===== src/rtl/mem_port_arbiter.sv =====
// Round-robin arbiter merging the IF read port and the LS read/write port onto one
// variable-latency memory port; the granted request is latched for the whole handshake.
module mem_port_arbiter #(
  parameter int ADDR_SHIFT = 2,
  parameter int TIMEOUT    = 255
) (
  input  logic        clk,
  input  logic        reset,
  input  logic        if_req,
  input  logic [31:0] if_addr,
  output logic [31:0] if_rdata,
  output logic        if_rvalid,
  input  logic        ls_req,
  input  logic        ls_we,
  input  logic [31:0] ls_addr,
  input  logic [31:0] ls_wdata,
  input  logic [3:0]  ls_wmask,
  output logic [31:0] ls_rdata,
  output logic        ls_rvalid,
  output logic        ls_wdone,
  output logic        mem_rreq,
  output logic [31:0] mem_raddr,
  input  logic [31:0] mem_rdata,
  input  logic        mem_data_valid,
  output logic        mem_wreq,
  output logic [31:0] mem_waddr,
  output logic [31:0] mem_wdata,
  output logic [3:0]  mem_wmask,
  input  logic        mem_write_done,
  output logic        timeout_flag
);

  localparam int CW = (TIMEOUT < 1) ? 1 : $clog2(TIMEOUT + 1);
  localparam logic [CW-1:0] TMAX = CW'(TIMEOUT);

  typedef enum logic [2:0] {IDLE, IF_RD, LS_RD, LS_WR, DONE} state_t;

  state_t         state_q;
  logic           last_ls_q;
  logic [31:0]    addr_q, wdata_q, if_rdata_q, ls_rdata_q;
  logic [3:0]     wmask_q;
  logic [CW-1:0]  busy_q, busy_d;
  logic           timeout_q, if_rvalid_q, ls_rvalid_q, ls_wdone_q;
  logic           pick_if, pick_ls, is_busy;

  always_comb begin
    pick_if = if_req && (!ls_req || last_ls_q);
    pick_ls = ls_req && !pick_if;
    is_busy = (state_q == IF_RD) || (state_q == LS_RD) || (state_q == LS_WR);
    busy_d  = '0;
    if (is_busy) busy_d = (busy_q == TMAX) ? busy_q : busy_q + 1'b1;
  end

  always_ff @(posedge clk) begin
    if (reset) begin
      state_q     <= IDLE;
      last_ls_q   <= 1'b1;
      addr_q      <= '0;
      wdata_q     <= '0;
      wmask_q     <= '0;
      busy_q      <= '0;
      timeout_q   <= 1'b0;
      if_rvalid_q <= 1'b0;
      ls_rvalid_q <= 1'b0;
      ls_wdone_q  <= 1'b0;
      if_rdata_q  <= '0;
      ls_rdata_q  <= '0;
    end else begin
      busy_q      <= busy_d;
      // Flag rises at the edge where the busy count reaches TIMEOUT and is sticky.
      if (is_busy && busy_d == TMAX) timeout_q <= 1'b1;
      if_rvalid_q <= 1'b0;
      ls_rvalid_q <= 1'b0;
      ls_wdone_q  <= 1'b0;
      case (state_q)
        IDLE: begin
          if (pick_if) begin
            addr_q    <= if_addr >> ADDR_SHIFT;
            last_ls_q <= 1'b0;
            state_q   <= IF_RD;
          end else if (pick_ls) begin
            addr_q    <= ls_addr >> ADDR_SHIFT;
            wdata_q   <= ls_wdata;
            wmask_q   <= ls_wmask;
            last_ls_q <= 1'b1;
            state_q   <= ls_we ? LS_WR : LS_RD;
          end
        end
        IF_RD: if (mem_data_valid) begin
          if_rdata_q  <= mem_rdata;
          if_rvalid_q <= 1'b1;
          state_q     <= DONE;
        end
        LS_RD: if (mem_data_valid) begin
          ls_rdata_q  <= mem_rdata;
          ls_rvalid_q <= 1'b1;
          state_q     <= DONE;
        end
        LS_WR: if (mem_write_done) begin
          ls_wdone_q <= 1'b1;
          state_q    <= DONE;
        end
        DONE:    state_q <= IDLE;
        default: state_q <= IDLE;
      endcase
    end
  end

  // Memory-side outputs depend on state and latched registers only.
  assign mem_rreq     = (state_q == IF_RD) || (state_q == LS_RD);
  assign mem_wreq     = (state_q == LS_WR);
  assign mem_raddr    = addr_q;
  assign mem_waddr    = addr_q;
  assign mem_wdata    = wdata_q;
  assign mem_wmask    = (state_q == LS_WR) ? wmask_q : 4'b0000;
  assign if_rdata     = if_rdata_q;
  assign if_rvalid    = if_rvalid_q;
  assign ls_rdata     = ls_rdata_q;
  assign ls_rvalid    = ls_rvalid_q;
  assign ls_wdone     = ls_wdone_q;
  assign timeout_flag = timeout_q;

endmodule

===== config.mk =====
export PLATFORM = sky130hd
export DESIGN_NAME = mem_port_arbiter
export DESIGN_NICKNAME = d
export VERILOG_FILES = /design/src/rtl/mem_port_arbiter.sv
export SDC_FILE = /design/constraint.sdc
export NUM_CORES = 1
export LEC_CHECK = 0
export ABC_CLOCK_PERIOD_IN_PS = 1700
export BUFFER_PORTS_ARGS = -buffer_cell sky130_fd_sc_hd__buf_4
export CORE_MARGIN = 1
export CORE_UTILIZATION = 40
export CTS_CLUSTER_DIAMETER = 80
export DETAILED_ROUTE_END_ITERATION = 6
export HOLD_SLACK_MARGIN = 0.08
export PLACE_DENSITY = 0.75
export SLEW_MARGIN = 20
export SYNTH_ARGS = -nofsm -noshare
export SYNTH_HDL_FRONTEND = slang
export SYNTH_SLANG_ARGS = --single-unit

===== constraint.sdc =====
create_clock -name clk -period 1.7 [get_ports clk]
set_clock_uncertainty 0.2 [all_clocks]
set_input_delay 0.255 -clock clk [delete_from_list [all_inputs] [get_ports clk]]
set_output_delay 0.255 -clock clk [all_outputs]
set_load 0.01 [all_outputs]

# --- Word level (Yosys, flattened, before mapping) ---
# Index checks and enable logic that the tools add are counted.
op_classes:
  addsub: 1
  eq_ne: 8
  n_mux: 15
  bitwise_logic: 4
  n_reduce_logical: 19
op_table:
  columns: ["cell", "count"]
  rows:
  - ["$mux W32", 2]
  - ["$eq A8 B8 Y1 const B", 2]
  - ["$mux W8", 2]
  - ["$mux W3", 4]
  - ["$pmux W3 S3", 1]
  - ["$add A8 B1 Y8 const B", 1]
  - ["$reduce_or A2 Y1", 4]
  - ["$eq A3 B2 Y1 const B", 2]
  - ["$reduce_and A2 Y1", 3]
  - ["$reduce_and A3 Y1", 2]
  - ["$mux W1", 5]
  - ["$mux W4", 1]
  - ["$ne A2 B1 Y1 const B", 2]
  - ["$not A1 Y1", 4]
  - ["$eq A3 B1 Y1 const B", 1]
  - ["$logic_and A1 B1 Y1", 3]
  - ["$logic_not A3 Y1", 1]
  - ["$logic_or A1 B1 Y1", 3]
  - ["$ne A3 B3 Y1 const B", 1]
  - ["$logic_not A1 Y1", 2]
  - ["$reduce_bool A2 Y1", 1]
word_totals:
  register_bits: 148
  out_inout_bits: 170

# --- Depth between registers and ports, before layout ---
logic_depth:
  depth_word: 8
  depth_mapped: 7
  depth_no_buf: 6

# --- Worst setup path after synthesis ---
# No wires, ideal clock.
synth_timing:
  kind: "flip-flop to flip-flop"
  startpoint: "reg busy_q[0]"
  endpoint: "reg timeout_q (netlist: timeout_flag)"
  t_arrival_ns: 1.554
  required_time_ns: 1.376
  slack_ns: -0.178
  path_stages_with_launch: 7
  path_buffers: 0
  cell_sequence: "dfxtp_1 > ha_1 > and4_1 > nand4_2 > nand4_1 > xor2_1 > o31ai_2"
synth_via:
  elab_chain_len: 5
synth_lines:
  columns: ["element", "line_no", "rtl"]
  rows:
  - ["from (decl)", "42", "logic [CW-1:0] busy_q, busy_d;"]
  - ["from (signal assigned)", "69", "busy_q <= busy_d;"]
  - ["$add A8 B1 Y8 or $eq A8 B8 Y1 (tied branches)", "51", "if (is_busy) busy_d = (busy_q == TMAX) ? busy_q : busy_q + 1'b1;"]
  - ["$mux W8 * (2 in series)", "51", null]
  - ["$eq A8 B8 Y1 *", "71", "if (is_busy && busy_d == TMAX) timeout_q <= 1'b1;"]
  - ["$logic_and A1 B1 Y1 *", "71", null]
  - ["to (signal assigned)", "62", "timeout_q <= 1'b0;"]
  - ["to (signal assigned)", "71", null]
  - ["to (decl)", "43", "logic timeout_q, if_rvalid_q, ls_rvalid_q, ls_wdone_q;"]
# Mark *: on every way between the ends. The rest lies on a longest branch, timed or not.
# A chain may end at the register's enable or synchronous reset.

# --- Worst setup path after layout ---
layout_timing:
  startpoint: "reg state_q[2]"
  endpoint: "out mem_wmask[3]"
layout_via:
  elab_chain_len: 2
layout_lines:
  columns: ["element", "line_no", "rtl"]
  rows:
  - ["from (decl)", "38", "state_t state_q;"]
  - ["from (signal assigned)", "86", "state_q <= ls_we ? LS_WR : LS_RD;"]
  - ["$eq A3 B2 Y1", "115", "assign mem_wmask = (state_q == LS_WR) ? wmask_q : 4'b0000;"]
  - ["$mux W4", "115", null]
  - ["to (decl)", "28", "output logic [3:0] mem_wmask,"]
# Every way passes these cells.

==> run summary <==
CTS clk-pin slew, worst paths: 0.07 ns
Max Root-Sink Buffers: 2
critical path fanouts, max: 4
Root Driver: clkbuf_16
Hold Path End: mem_raddr[2]
hold path cells: 3
Seq/Total Area, Yosys: 50.7%
yosys warns: 0
commonest non-fill, non-tap cell in the layout: buf_4
vias: 6,631
Mapped Area: 0.00577 mm^2
status: complete, but fails checks
Tcrit/Tclk final: 106%
RD Place Congestion: 0.856
clk sinks: 146
Fin Hold WS: 0.100 ns
Worst R2R Setup Slack: -0.10 ns
Synth async-reset ratio: 0%
RSZ-0062 raised after global routing: true
post-synthesis sequential element count: 146
count of different cell masters after synthesis: 39
Power Density: 947 mW/mm^2
fraction of power consumed by sequential logic: 37.0%
reg2reg end: mem_wdata[6]
DRC viols: 0
crit path DAT: 1.35 ns
Antenna Nets Post-Route: 0
Detailed Place HPWL: 11,600 um
number of synthesized flops with an enable pin: 0
Die ar.: 0.0149 mm^2
failing checks: setup timing
Final min period: 1.81 ns
1st-iter DRT viols: 448
leak pwr: 4.98 nW
worst skew pair latency: 0.42 ns
Starting Density: 41.2%
top cells by area, synth: dfxtp_1 (51%), nand2_1 (13%), a21oi_1 (9.3%)
initial antenna violation count: 1
# fillers: 804
final setup violation count: 72
Finished Cell Area: 0.0110 mm^2
Worst EP required: 1.24 ns
FF-to-FF path depth: 8
Area after DPL: 0.00809 mm^2
maximum VDD drop: 723 uV
Worst R2R Start: state_q[1]
clock share of power: 37.7%
fmax: 0.554 GHz
total grt overflow: 0
Area Overhead vs Synth: 90.7%
GRT Util Overall: 26.2%
vias in the first global route: 5,985
Vias/cell: 5.06
width of the chip: 122 um
ratio of cells with drive above 1 in the final layout: 43.0%
hold crit path type: primary input to register
leading area contributor after synthesis: dfxtp_1
Mean Syn Cell Area: 8.29 um^2
first-pass GRT wire length: 30,000 um
Max-Cap Viols: 0
# IOs: 309
max_slew headroom: 55.2%
Gate power share: 25.4%
ys flop type: dfxtp_1
clock buffers created by TritonCTS: 17
CP endpoint kind: output port
final-stage net count: 1,256
Syn Inst Count: 696
largest net degree at the start of global routing: 138
switching share of power: 27.9%
Worst Max-Slew Pin Slew: 0.673 ns
Max Slew Vio Count: 0
setup slack after layout: -0.105 ns
Int Power: 7.51 mW
Net Sw Power: 2.90 mW
Pre-antenna DRT Iters: 5
WL per Instance: 17.7 um
min-delay src: if_addr[4]
I/O Buffers: 300
final hold violation count: 0
Core Region: 0.0140 mm^2
Synth top area share: 50.7%
H-tree Lvls: 4
most frequent cells in the layout: buf_4 (310), nand2_1 (174), dfxtp_1 (141), dlygate4sd3_1 (130), a21oi_1 (75)
Setup CP Type: register to output port
Die Ht: 122 um
CTS tree: yes
Post-Route WL: 23,200 um
Rows: 43
Worst Setup Start Kind: register
-- area by class of cell --
class                      count  area [um^2]  area share (%)
antenna                        1         2.50          0.0228
clock buffer                  21          470            4.28
clock inverter                11          151            1.38
inverter                       3         11.3           0.102
multi-input combinational    468         2880            26.2
sequential                   146         2930            26.7
tap                          180          225            2.05
timing repair buffer         480         4320            39.3
-- logic make-up (layout without fill, tap and decap cells) --
family,Yosys count,in the layout,share of synthesized area (%)
AO/OA/AOI/OAI,147,147,14.8
XOR/XNOR,6,6,0.911
adder cells (fa/ha/maj),1,1,0.217
buffers and inverters,85,515,8.35
flip-flops,146,146,50.7
multiplexers,32,32,5.55
other,1,5,0.0650
AND/OR/NAND/NOR,278,278,19.5
-- worst max path at each step --
| stage | from | end | slack (ns) | depth (start not counted) |
|---|---|---|---|---|
| 2_1_floorplan | busy_q[0] | timeout_flag | 0.02 | 6 |
| 3_3_place_gp | busy_q[1] | timeout_flag | 0.07 | 6 |
| 3_5_place_dp | state_q[1] | mem_raddr[9] | -0.01 | 5 |
| 4_1_cts | state_q[2] | mem_wmask[3] | -0.14 | 4 |
| 5_1_grt | state_q[1] | mem_wdata[31] | -0.18 | 8 |
| 6_report | state_q[2] | mem_wmask[3] | -0.11 | 4 |
-- power groups by stage --
stage | registers, mW | logic [mW] | clock network [mW]
global placement | 3.90 | 1.79 | 0
CTS | 3.84 | 2.18 | 3.94
global route | 3.87 | 2.78 | 4.13
finish | 3.85 | 2.64 | 3.92
detailed placement | 3.91 | 1.81 | 0
floorplan | 3.99 | 0.864 | 0
-- synth_stat cells (4+ instances only) --
master    number
nand2_1      207
dfxtp_1      146
a21oi_1      107
nor2_1        44
buf_4         34
mux2i_1       32
a211oi_1      30
clkbuf_1      25
buf_2         22
and3_1         6
nand3_1        6
xnor2_1        4
-- metal layers --
| metal | vias to the layer above | track usage [%] | wire length (um) | share of wire, % |
|---|---|---|---|---|
| li1 | 3125 | - | - | - |
| met1 | 3139 | 28.5 | 8700 | 37 |
| met2 | 319 | 46.9 | 12100 | 52 |
| met3 | 48 | 7.07 | 1720 | 7.4 |
| met4 | 0 | 12.6 | 682 | 2.9 |
| met5 | - | 0 | 0 | 0 |
-- stage by stage --
step           instances  TNS, ns  setup WS (ns)  power, mW  utilization (%)
6_report            1310    -3.46         -0.105       10.4             78.6
5_1_grt             1310   -10.19         -0.183       10.8             78.6
3_5_place_dp        1119  -0.0125       -0.00982       5.72             57.8
2_1_floorplan        699        0         0.0203       4.85                -
4_1_cts             1289   -0.705         -0.135       9.96             72.8
3_3_place_gp        1119        0         0.0727       5.69             57.8
-- sequential cells by signal, summed over array words and instances (netlist names) --
| name | count |
|---|---|
| state_q | 3 |
| busy_q | 8 |
| mem_raddr | 30 |
| if_rvalid | 1 |
| wmask_q | 4 |
| if_rdata | 32 |
| ls_rvalid | 1 |
| timeout_flag | 1 |
| mem_wdata | 32 |
| ls_rdata | 32 |
| ls_wdone | 1 |
| last_ls_q | 1 |
-- repair_timing --
item                                    in CTS  in global routing
gates resized for setup                     23                127
cloned                                       3                 14
endpoints found under the hold margin      134                  0
hold buffers                               130                  0
pin swaps                                    1                 54
setup buffers                                5                  6
endpoints found under the setup margin       8                136
-- worst max-delay path: stages (launching register included) --
cell     delay, ns
dfxtp_2       0.32
and2b_2       0.23
buf_6         0.13
and3_4        0.14
buf_6         0.12
(Power assumes the default switching activity.)
